--- config.mk ---
export PLATFORM = sky130hd
export DESIGN_NAME = register_file_read
export DESIGN_NICKNAME = d
export VERILOG_FILES = /design/src/rtl/regfile_pkg.sv /design/src/rtl/regfile_read_port.sv /design/src/rtl/register_file_read.sv
export SDC_FILE = /design/constraint.sdc
export NUM_CORES = 2
export LEC_CHECK = 0
export CAP_MARGIN = 25
export CORE_MARGIN = 3
export CORE_UTILIZATION = 60
export CTS_BUF_LIST = sky130_fd_sc_hd__clkbuf_4 sky130_fd_sc_hd__clkbuf_8 sky130_fd_sc_hd__clkbuf_16
export CTS_CLUSTER_SIZE = 40
export DETAILED_ROUTE_END_ITERATION = 12
export PLACE_DENSITY = 0.81
export SYNTH_ARGS = -nofsm -noshare
export SYNTH_HDL_FRONTEND = slang
export SYNTH_SLANG_ARGS = --single-unit
--- constraint.sdc ---
create_clock -name Clk -period 3.4 [get_ports Clk]
set_input_delay 0.34 -clock Clk [delete_from_list [all_inputs] [get_ports Clk]]
set_output_delay 0.34 -clock Clk [all_outputs]
set_load 0.03 [all_outputs]
--- src/rtl/regfile_pkg.sv ---
// Shared sizing, address type and zero-register constant for the CPU register file.
package regfile_pkg;
  localparam int unsigned REG_WIDTH  = 32;
  localparam int unsigned REG_DEPTH  = 32;
  localparam int unsigned REG_ADDR_W = 5;

  localparam logic [REG_ADDR_W-1:0] ZERO_REG = 5'd0;

  typedef logic [REG_ADDR_W-1:0] reg_addr_t;
endpackage

--- src/rtl/regfile_read_port.sv ---
// One registered read port: address mux, zero/out-of-range masking, optional write forwarding.
// Forwarding of the same-edge write is enabled by REGFILE_BYPASS_EN.
module regfile_read_port
  import regfile_pkg::*;
#(
  parameter int unsigned WIDTH  = REG_WIDTH,
  parameter int unsigned DEPTH  = REG_DEPTH,
  parameter int unsigned ADDR_W = REG_ADDR_W
) (
  input  logic              clk,
  input  logic              rst_n,
  input  logic              rd_en,
  input  logic [ADDR_W-1:0] rd_addr,
  input  logic [WIDTH-1:0]  regs [DEPTH],
`ifdef REGFILE_BYPASS_EN
  input  logic              wr_en,
  input  logic [ADDR_W-1:0] wr_addr,
  input  logic [WIDTH-1:0]  wr_data,
`endif
  output logic [WIDTH-1:0]  rd_data,
  output logic              rd_valid
);

  logic             in_range_c;
  logic             is_zero_c;
  logic [WIDTH-1:0] sel_data_c;

  // Select the operand; register 0 and unmapped addresses read as zero.
  always_comb begin
    sel_data_c = '0;
    in_range_c = ({1'b0, rd_addr} < (ADDR_W+1)'(DEPTH));
    is_zero_c  = (rd_addr == ADDR_W'(ZERO_REG));
    if (in_range_c && !is_zero_c) begin
      sel_data_c = regs[rd_addr];
`ifdef REGFILE_BYPASS_EN
      // wr_en already excludes address 0 and unmapped addresses.
      if (wr_en && (wr_addr == rd_addr)) begin
        sel_data_c = wr_data;
      end
`endif
    end
  end

  // Data holds when the port is idle; valid tracks the request.
  always_ff @(posedge clk or negedge rst_n) begin
    if (!rst_n) begin
      rd_data  <= '0;
      rd_valid <= 1'b0;
    end else begin
      rd_valid <= rd_en;
      if (rd_en) begin
        rd_data <= sel_data_c;
      end
    end
  end

endmodule

--- src/rtl/register_file_read.sv ---
// Two-read, one-write register file with registered read data and valid strobes.
// REGFILE_BYPASS_EN forwards a same-edge write to a read of the same address.
module register_file_read
  import regfile_pkg::*;
#(
  parameter int unsigned WIDTH  = REG_WIDTH,
  parameter int unsigned DEPTH  = REG_DEPTH,
  parameter int unsigned ADDR_W = REG_ADDR_W
) (
  input  logic              Clk,
  input  logic              Reset,
  input  logic              Load,
  input  logic [ADDR_W-1:0] WrAddr,
  input  logic [WIDTH-1:0]  WrData,
  input  logic              RdEnA,
  input  logic [ADDR_W-1:0] RdAddrA,
  output logic [WIDTH-1:0]  RdDataA,
  output logic              RdValidA,
  input  logic              RdEnB,
  input  logic [ADDR_W-1:0] RdAddrB,
  output logic [WIDTH-1:0]  RdDataB,
  output logic              RdValidB
);

  logic [WIDTH-1:0] regs [DEPTH];
  logic             wr_en_c;

  // Writes to register 0 or to unmapped addresses are dropped.
  always_comb begin
    wr_en_c = Load
              && (WrAddr != ADDR_W'(ZERO_REG))
              && ({1'b0, WrAddr} < (ADDR_W+1)'(DEPTH));
  end

  always_ff @(posedge Clk or negedge Reset) begin
    if (!Reset) begin
      for (int unsigned i = 0; i < DEPTH; i++) begin
        regs[i] <= '0;
      end
    end else if (wr_en_c) begin
      regs[WrAddr] <= WrData;
    end
  end

  regfile_read_port #(.WIDTH(WIDTH), .DEPTH(DEPTH), .ADDR_W(ADDR_W)) u_port_a (
    .clk      (Clk),
    .rst_n    (Reset),
    .rd_en    (RdEnA),
    .rd_addr  (RdAddrA),
    .regs     (regs),
`ifdef REGFILE_BYPASS_EN
    .wr_en    (wr_en_c),
    .wr_addr  (WrAddr),
    .wr_data  (WrData),
`endif
    .rd_data  (RdDataA),
    .rd_valid (RdValidA)
  );

  regfile_read_port #(.WIDTH(WIDTH), .DEPTH(DEPTH), .ADDR_W(ADDR_W)) u_port_b (
    .clk      (Clk),
    .rst_n    (Reset),
    .rd_en    (RdEnB),
    .rd_addr  (RdAddrB),
    .regs     (regs),
`ifdef REGFILE_BYPASS_EN
    .wr_en    (wr_en_c),
    .wr_addr  (WrAddr),
    .wr_data  (WrData),
`endif
    .rd_data  (RdDataB),
    .rd_valid (RdValidB)
  );

endmodule

### Yosys cells after proc, flatten, opt, wreduce, memory -nomap -nowiden

Cells that the tools add are included.

* word-level logic and storage cells: 59
* output and inout port bits: 66
* register bits: 1090
* input bits: 52

* $lt $le $gt $ge: 4
* reductions and logical operators: 5
* bitwise operators: 3
* multiplexer cells: 11

Operators with widths (count)
* bitwise mux 1024 bit: 1
* binary-select mux 32 bit (select 5 bit): 2
* two-way mux 32 bit: 7
* demux 32 bit (select 5 bit): 1
* greater-or-equal comparator 6 bit, second input constant: 3
* NOT 5 -> 6 bit: 3
* zero test 5 bit: 2
* < comparator 6 x 1 -> 1 bit, second input constant: 1
* nonzero test 5 bit: 1
* logical AND 1 bit: 2

### Logic depth before layout (Yosys ltp)

* word-level depth: 6
* gate-level depth with buffers: 9
* gate-level depth less buffers: 5

### Hierarchy

Synthesis repeated with hierarchy kept, for this count alone.

* cells, all modules: 4005
* area, all modules: 56868.3 um^2

Modules (own cells, without submodules)
* register_file_read: times used 1, seq. area each 25624.6 um^2, cells an instance 2287, area each 38072.8 um^2
* regfile_read_port: times used 2, seq. area each 825.8 um^2, cells an instance 859, area each 9397.8 um^2

### Worst setup path before layout

Ideal clock, no wire load.

* path type: input-to-reg
* start point: input port RdAddrA[3]
* end point: register u_port_a.rd_data[10]
* setup slack: 1.360 ns
* arrival time: 1.902 ns
* required time: 3.262 ns
* library setup time: 0.138 ns
* path buffers: 3
* stages: 6
* cells stage by stage: buf_2 clkbuf_1 clkbuf_1 mux2_2 a2111oi_0 a21oi_1

* cells in the longest elaborated chain, start to end: 5
* elaborated cells on any way between the ends: 6
* classes of those cells: 4 x mux; 1 x bitwise; 1 x reduce/logical

Ends and longest elaborated chain
* from (decl): line register_file_read.sv:16 `input logic [ADDR_W-1:0] RdAddrA,`
* NOT 5 -> 6 bit (implied by the code): line regfile_read_port.sv:34 `sel_data_c = regs[rd_addr];`
* binary-select mux 32 bit (select 5 bit): line regfile_read_port.sv:34
* two-way mux 32 bit (implied by the code) (2 in series): line regfile_read_port.sv:34
* two-way mux 32 bit (*): line regfile_read_port.sv:33 `if (in_range_c && !is_zero_c) begin`
* to (signal assigned): line regfile_read_port.sv:52 `rd_data <= sel_data_c;`
* to (decl): line regfile_read_port.sv:20 `output logic [WIDTH-1:0] rd_data,`

Every way passes the cells marked *; elsewhere a longest branch is shown, timed or not. The select of a mux whose other input is x is not followed.
A chain may end at the register's enable or synchronous reset.

### Worst setup path in the final report

* start point: register u_port_b.rd_data[12]
* end point: output port RdDataB[12]

RTL lines
* from (decl): line regfile_read_port.sv:20
* from (signal assigned): line regfile_read_port.sv:52
* to (decl): line register_file_read.sv:21 `output logic [WIDTH-1:0] RdDataB,`

No word-level cell between the ends.

==> run summary <==
The tools report the origin of the critical flop-to-flop path as regs[820]$_DFFE_PN0P_. The port buffer count is 117. Buffer cell driving the clock tree root: sky130_fd_sc_hd__clkbuf_16.

The buffers plus inverters on the worst setup path is 1, and the pre-CTS worst setup slack is 0.3836 ns. After detailed routing, the number of remaining DRC violations is 0. Counting distinct cell types in the post-synthesis netlist gives 50. The maximum number of pins on one net before global-route repair came out at 98. The number of max-slew violations in the final report is 0, and the clock latency at the later pin of the worst-skew pair is 0.69 ns.

Yosys mapped a number of flops with a built-in enable equal to 0. For the worst setup path, the data required time is 3.06 ns. Dividing the synthesized area by the synthesized cell count gives 14.27 µm².

The global-route total usage across every layer was 0.3474. The number of hold violations in the final report was 0. For this run, the detailed router's first-pass iteration total came to 7. In the final layout, the multi-input gates occupy 27830 µm². In this run the number of H-tree levels came out at 3. The tightest hold path in the finished design has a slack of 0.2570 ns.

For the row count, the log shows 112. At the pin with the least slew margin, the transition time is 1.099 ns. The number of nets in the synthesized netlist is 4044. The largest single stage delay on the critical path is 0.76 ns. Relative to the synthesized area, the layout overhead comes to 11.83%.

In this run the deepest clock path goes through 3 buffers. TritonCTS built the clock tree. Setup slack on the critical path of the routed design comes to 0.9789 ns. The core outline area was 93750 µm². The initial antenna violation count is 10. In the post-synthesis netlist, the biggest area contributors are sky130_fd_sc_hd__dfrtp_1 (48%), sky130_fd_sc_hd__mux2_2 (21%), sky130_fd_sc_hd__mux4_2 (13%). Register bit count reported by yosys: 1090. By count the netlist is led by sky130_fd_sc_hd__dfrtp_1 (1090), sky130_fd_sc_hd__mux2_2 (1055), sky130_fd_sc_hd__mux2i_1 (375), sky130_fd_sc_hd__mux4_2 (317), sky130_fd_sc_hd__clkbuf_1 (238). In this run the critical register-to-register path is captured at u_port_b.rd_data[20]$_DFFE_PN0P_.

The logs give 0.6078 for the effective utilization at floorplan and 0 for the overflow left after global routing. The fraction of synthesis flops using an asynchronous set or reset pin is 1.000. For the number of nets with antenna violations after detailed routing, the log shows 0. Count of routing violations after the opening detailed-route iteration: 4513. Total power per unit cell area: 581.6 nW/µm². The total via count in the routed design is 38.45k. The flow ran to the end, and the final reports show no timing, DRC or antenna violations. The logs give 98710 µm² for the die footprint and 27280 µm² for the area used by sequential logic in the layout. The final layout contains 4022 nets. The die boundary width was 314.2 µm. The standard cell with the maximum stage delay on the critical path was sky130_fd_sc_hd__clkdlybuf4s50_1.

The mean number of vias per cell was 7.232; the area of placed instances was 59760 µm². During synthesis, Yosys emitted a total of 0 warnings. For the final standard cell area without fillers, the log shows 63730 µm². The routed length per instance was 32.20 µm. The time the final worst path needs with I/O delays and setup was 2.421 ns. The first-pass GRT wire length was 255700 µm; the die boundary height was 314.2 µm. The HPWL after detailed placement is 102000 µm.

The area fraction of the dominant cell type after synthesis is 0.4787. Counting the buffers created by CTS gives 109. The signal on the critical path passes through clkdlybuf4s50_1. The clock net in this run drives a total of 1090 sinks.

STA classifies the critical path endpoint as a primary output. The largest total area in the synthesized netlist belongs to sky130_fd_sc_hd__dfrtp_1. Static timing analysis puts the maximum clock frequency at 413.0 MHz.

The worst setup path is of the register to primary output kind. The clock arrives with 0.01711 ns of skew. The largest fanout on the critical path was 2; the worst-case register-to-register setup slack was 1.07 ns. For this design the top-level I/O count stands at 118.

CTS clock-pin slew for the worst setup and hold paths: 0.06 ns. The kind of cell adding the most delay to the critical path is buffers and inverters. The utilization after layout is 0.6798, and the worst vdd rail ir drop is 0.5503 mV.

The cell count after synthesis was 3992. In the post-synthesis netlist, the cell with the most instances is sky130_fd_sc_hd__dfrtp_1. The number of cells after detailed placement is 5100. The tools report the number of non-filler instances in the completed layout as 5317. The tools report the filler cell count as 6329. Global placer's final weighted congestion: 0.8683.

Max-cap violations in this run came to 0. Leakage power figure: 27.80 nW. Setup repair after global routing left no endpoint under its margin. The fraction of layout instances using a drive strength above 1 is 0.4561. Sequential element share of the synthesized area: 0.4787. Via count of the first global-routing pass: 39.66k. The relative slew slack is 0.2648. After detailed routing, the total wire length is 171200 µm. At the worst endpoint, the arrival time is 2.08 ns. The share of the clock period used by the worst path after layout works out to 0.7121.

The worst setup path is launched from a register. The top flip-flop cell by instance count after synthesis is sky130_fd_sc_hd__dfrtp_1. The post-cts sizing count was 0. The tightest min-delay check is of the input pin to asynchronous set/reset pin type.

The number of cells on the worst reg-to-reg path is 4. The final-report setup violation count is 0. The synthesized netlist occupies a cell area of 56980 µm².
how the worst max path moves through the flow:
stage                                     start                          endpoint  cells after the start  slack [ns]
2_1_floorplan                        RdAddrA[3]  u_port_a.rd_data[10]$_DFFE_PN0P_                      6        1.36
3_3_place_gp                              RdEnB  u_port_b.rd_data[20]$_DFFE_PN0P_                      6       -0.13
3_5_place_dp                              RdEnB  u_port_b.rd_data[20]$_DFFE_PN0P_                      7        0.38
4_1_cts        u_port_b.rd_data[12]$_DFFE_PN0P_                       RdDataB[12]                      1        0.98
5_1_grt                   regs[788]$_DFFE_PN0P_  u_port_b.rd_data[20]$_DFFE_PN0P_                      4        0.96
6_report       u_port_b.rd_data[12]$_DFFE_PN0P_                       RdDataB[12]                      1        0.98
cell families (layout without fill, tap and decap cells):
logic type | count (synthesis) | after routing | synth area share
mux | 1753 | 1753 | 0.4024
flops | 1090 | 1090 | 0.4787
compound gates | 466 | 466 | 0.06271
buf+inv | 438 | 504 | 0.03684
simple gates | 245 | 245 | 0.01939
other cells | 0 | 5 | 0
metrics by stage:
stage | power, W | setup TNS (ns)
after floorplan | 0.02225 | 0
after global placement | 0.02425 | -0.2660
after detailed placement | 0.02468 | 0
after CTS | 0.03696 | 0
after global routing | 0.03838 | 0
final | 0.03706 | 0
cells in the final DEF, fill, tap and decap left out, types with 6 or more instances in the layout:
master	synthesis	final
sky130_fd_sc_hd__dfrtp_1	1090	1090
sky130_fd_sc_hd__mux2_2	1055	1055
sky130_fd_sc_hd__mux2i_1	375	375
sky130_fd_sc_hd__mux4_2	317	317
sky130_fd_sc_hd__buf_4	15	122
sky130_fd_sc_hd__clkbuf_16	0	115
sky130_fd_sc_hd__clkdlybuf4s50_1	0	107
sky130_fd_sc_hd__o211ai_1	88	88
sky130_fd_sc_hd__a21oi_1	87	87
sky130_fd_sc_hd__nor2_1	91	73
sky130_fd_sc_hd__nand2_1	85	68
sky130_fd_sc_hd__o22ai_1	64	64
sky130_fd_sc_hd__o22a_1	57	57
sky130_fd_sc_hd__buf_12	5	49
sky130_fd_sc_hd__a2111oi_0	42	41
sky130_fd_sc_hd__a221oi_1	39	39
sky130_fd_sc_hd__o21ai_0	33	33
sky130_fd_sc_hd__clkbuf_4	0	26
sky130_fd_sc_hd__clkbuf_8	0	26
sky130_fd_sc_hd__clkinv_2	0	20
sky130_fd_sc_hd__nor2_4	0	19
sky130_fd_sc_hd__a221oi_2	18	18
sky130_fd_sc_hd__nand2_2	0	17
sky130_fd_sc_hd__a2111oi_2	15	15
sky130_fd_sc_hd__nor3_1	10	10
sky130_fd_sc_hd__nor3b_1	10	9
sky130_fd_sc_hd__nand3b_1	8	8
sky130_fd_sc_hd__nand3_1	9	7
sky130_fd_sc_hd__buf_8	5	7
sky130_fd_sc_hd__mux4_1	6	6
sky130_fd_sc_hd__nor2b_1	6	6
report_power, final:
part	total [W]	switching, W	internal (W)
sequential	0.0173	0.00194	0.0154
clock	0.0123	0.00522	0.00712
combinational	0.00740	0.00313	0.00427
sequential cells by signal, indices dropped and copies added, names as in the netlist:
| register | count |
|---|---|
| u_port_a.rd_valid | 1 |
| u_port_a.rd_data | 32 |
| u_port_b.rd_data | 32 |
| u_port_b.rd_valid | 1 |
| regs | 1024 |
per-layer routing:
layer  routed length (µm)  share of wire  vias up  GRT usage
li1                     -              -    15230          -
met4                 7651          0.045        4     0.1497
met1                66200           0.39    20310     0.4800
met2                77640           0.45     2430     0.5200
met3                19690           0.12      486    0.09716
met5                   34        0.00020        -          0
repair_timing:
action,in CTS,in global routing
endpoints found under the hold margin,39,0
setup buffers,0,0
hold buffers,1,0
cell type report:
type | count | area share
diodes | 5 | 0.0001963
clock buffers | 162 | 0.05205
well taps | 1254 | 0.02462
inverters | 5 | 0.0002945
multi-input cells | 2464 | 0.4367
repair buffers | 300 | 0.05238
clock inverters | 37 | 0.005733
flip-flops and latches | 1090 | 0.4280
Note: power is estimated with default switching activity, not from simulation.
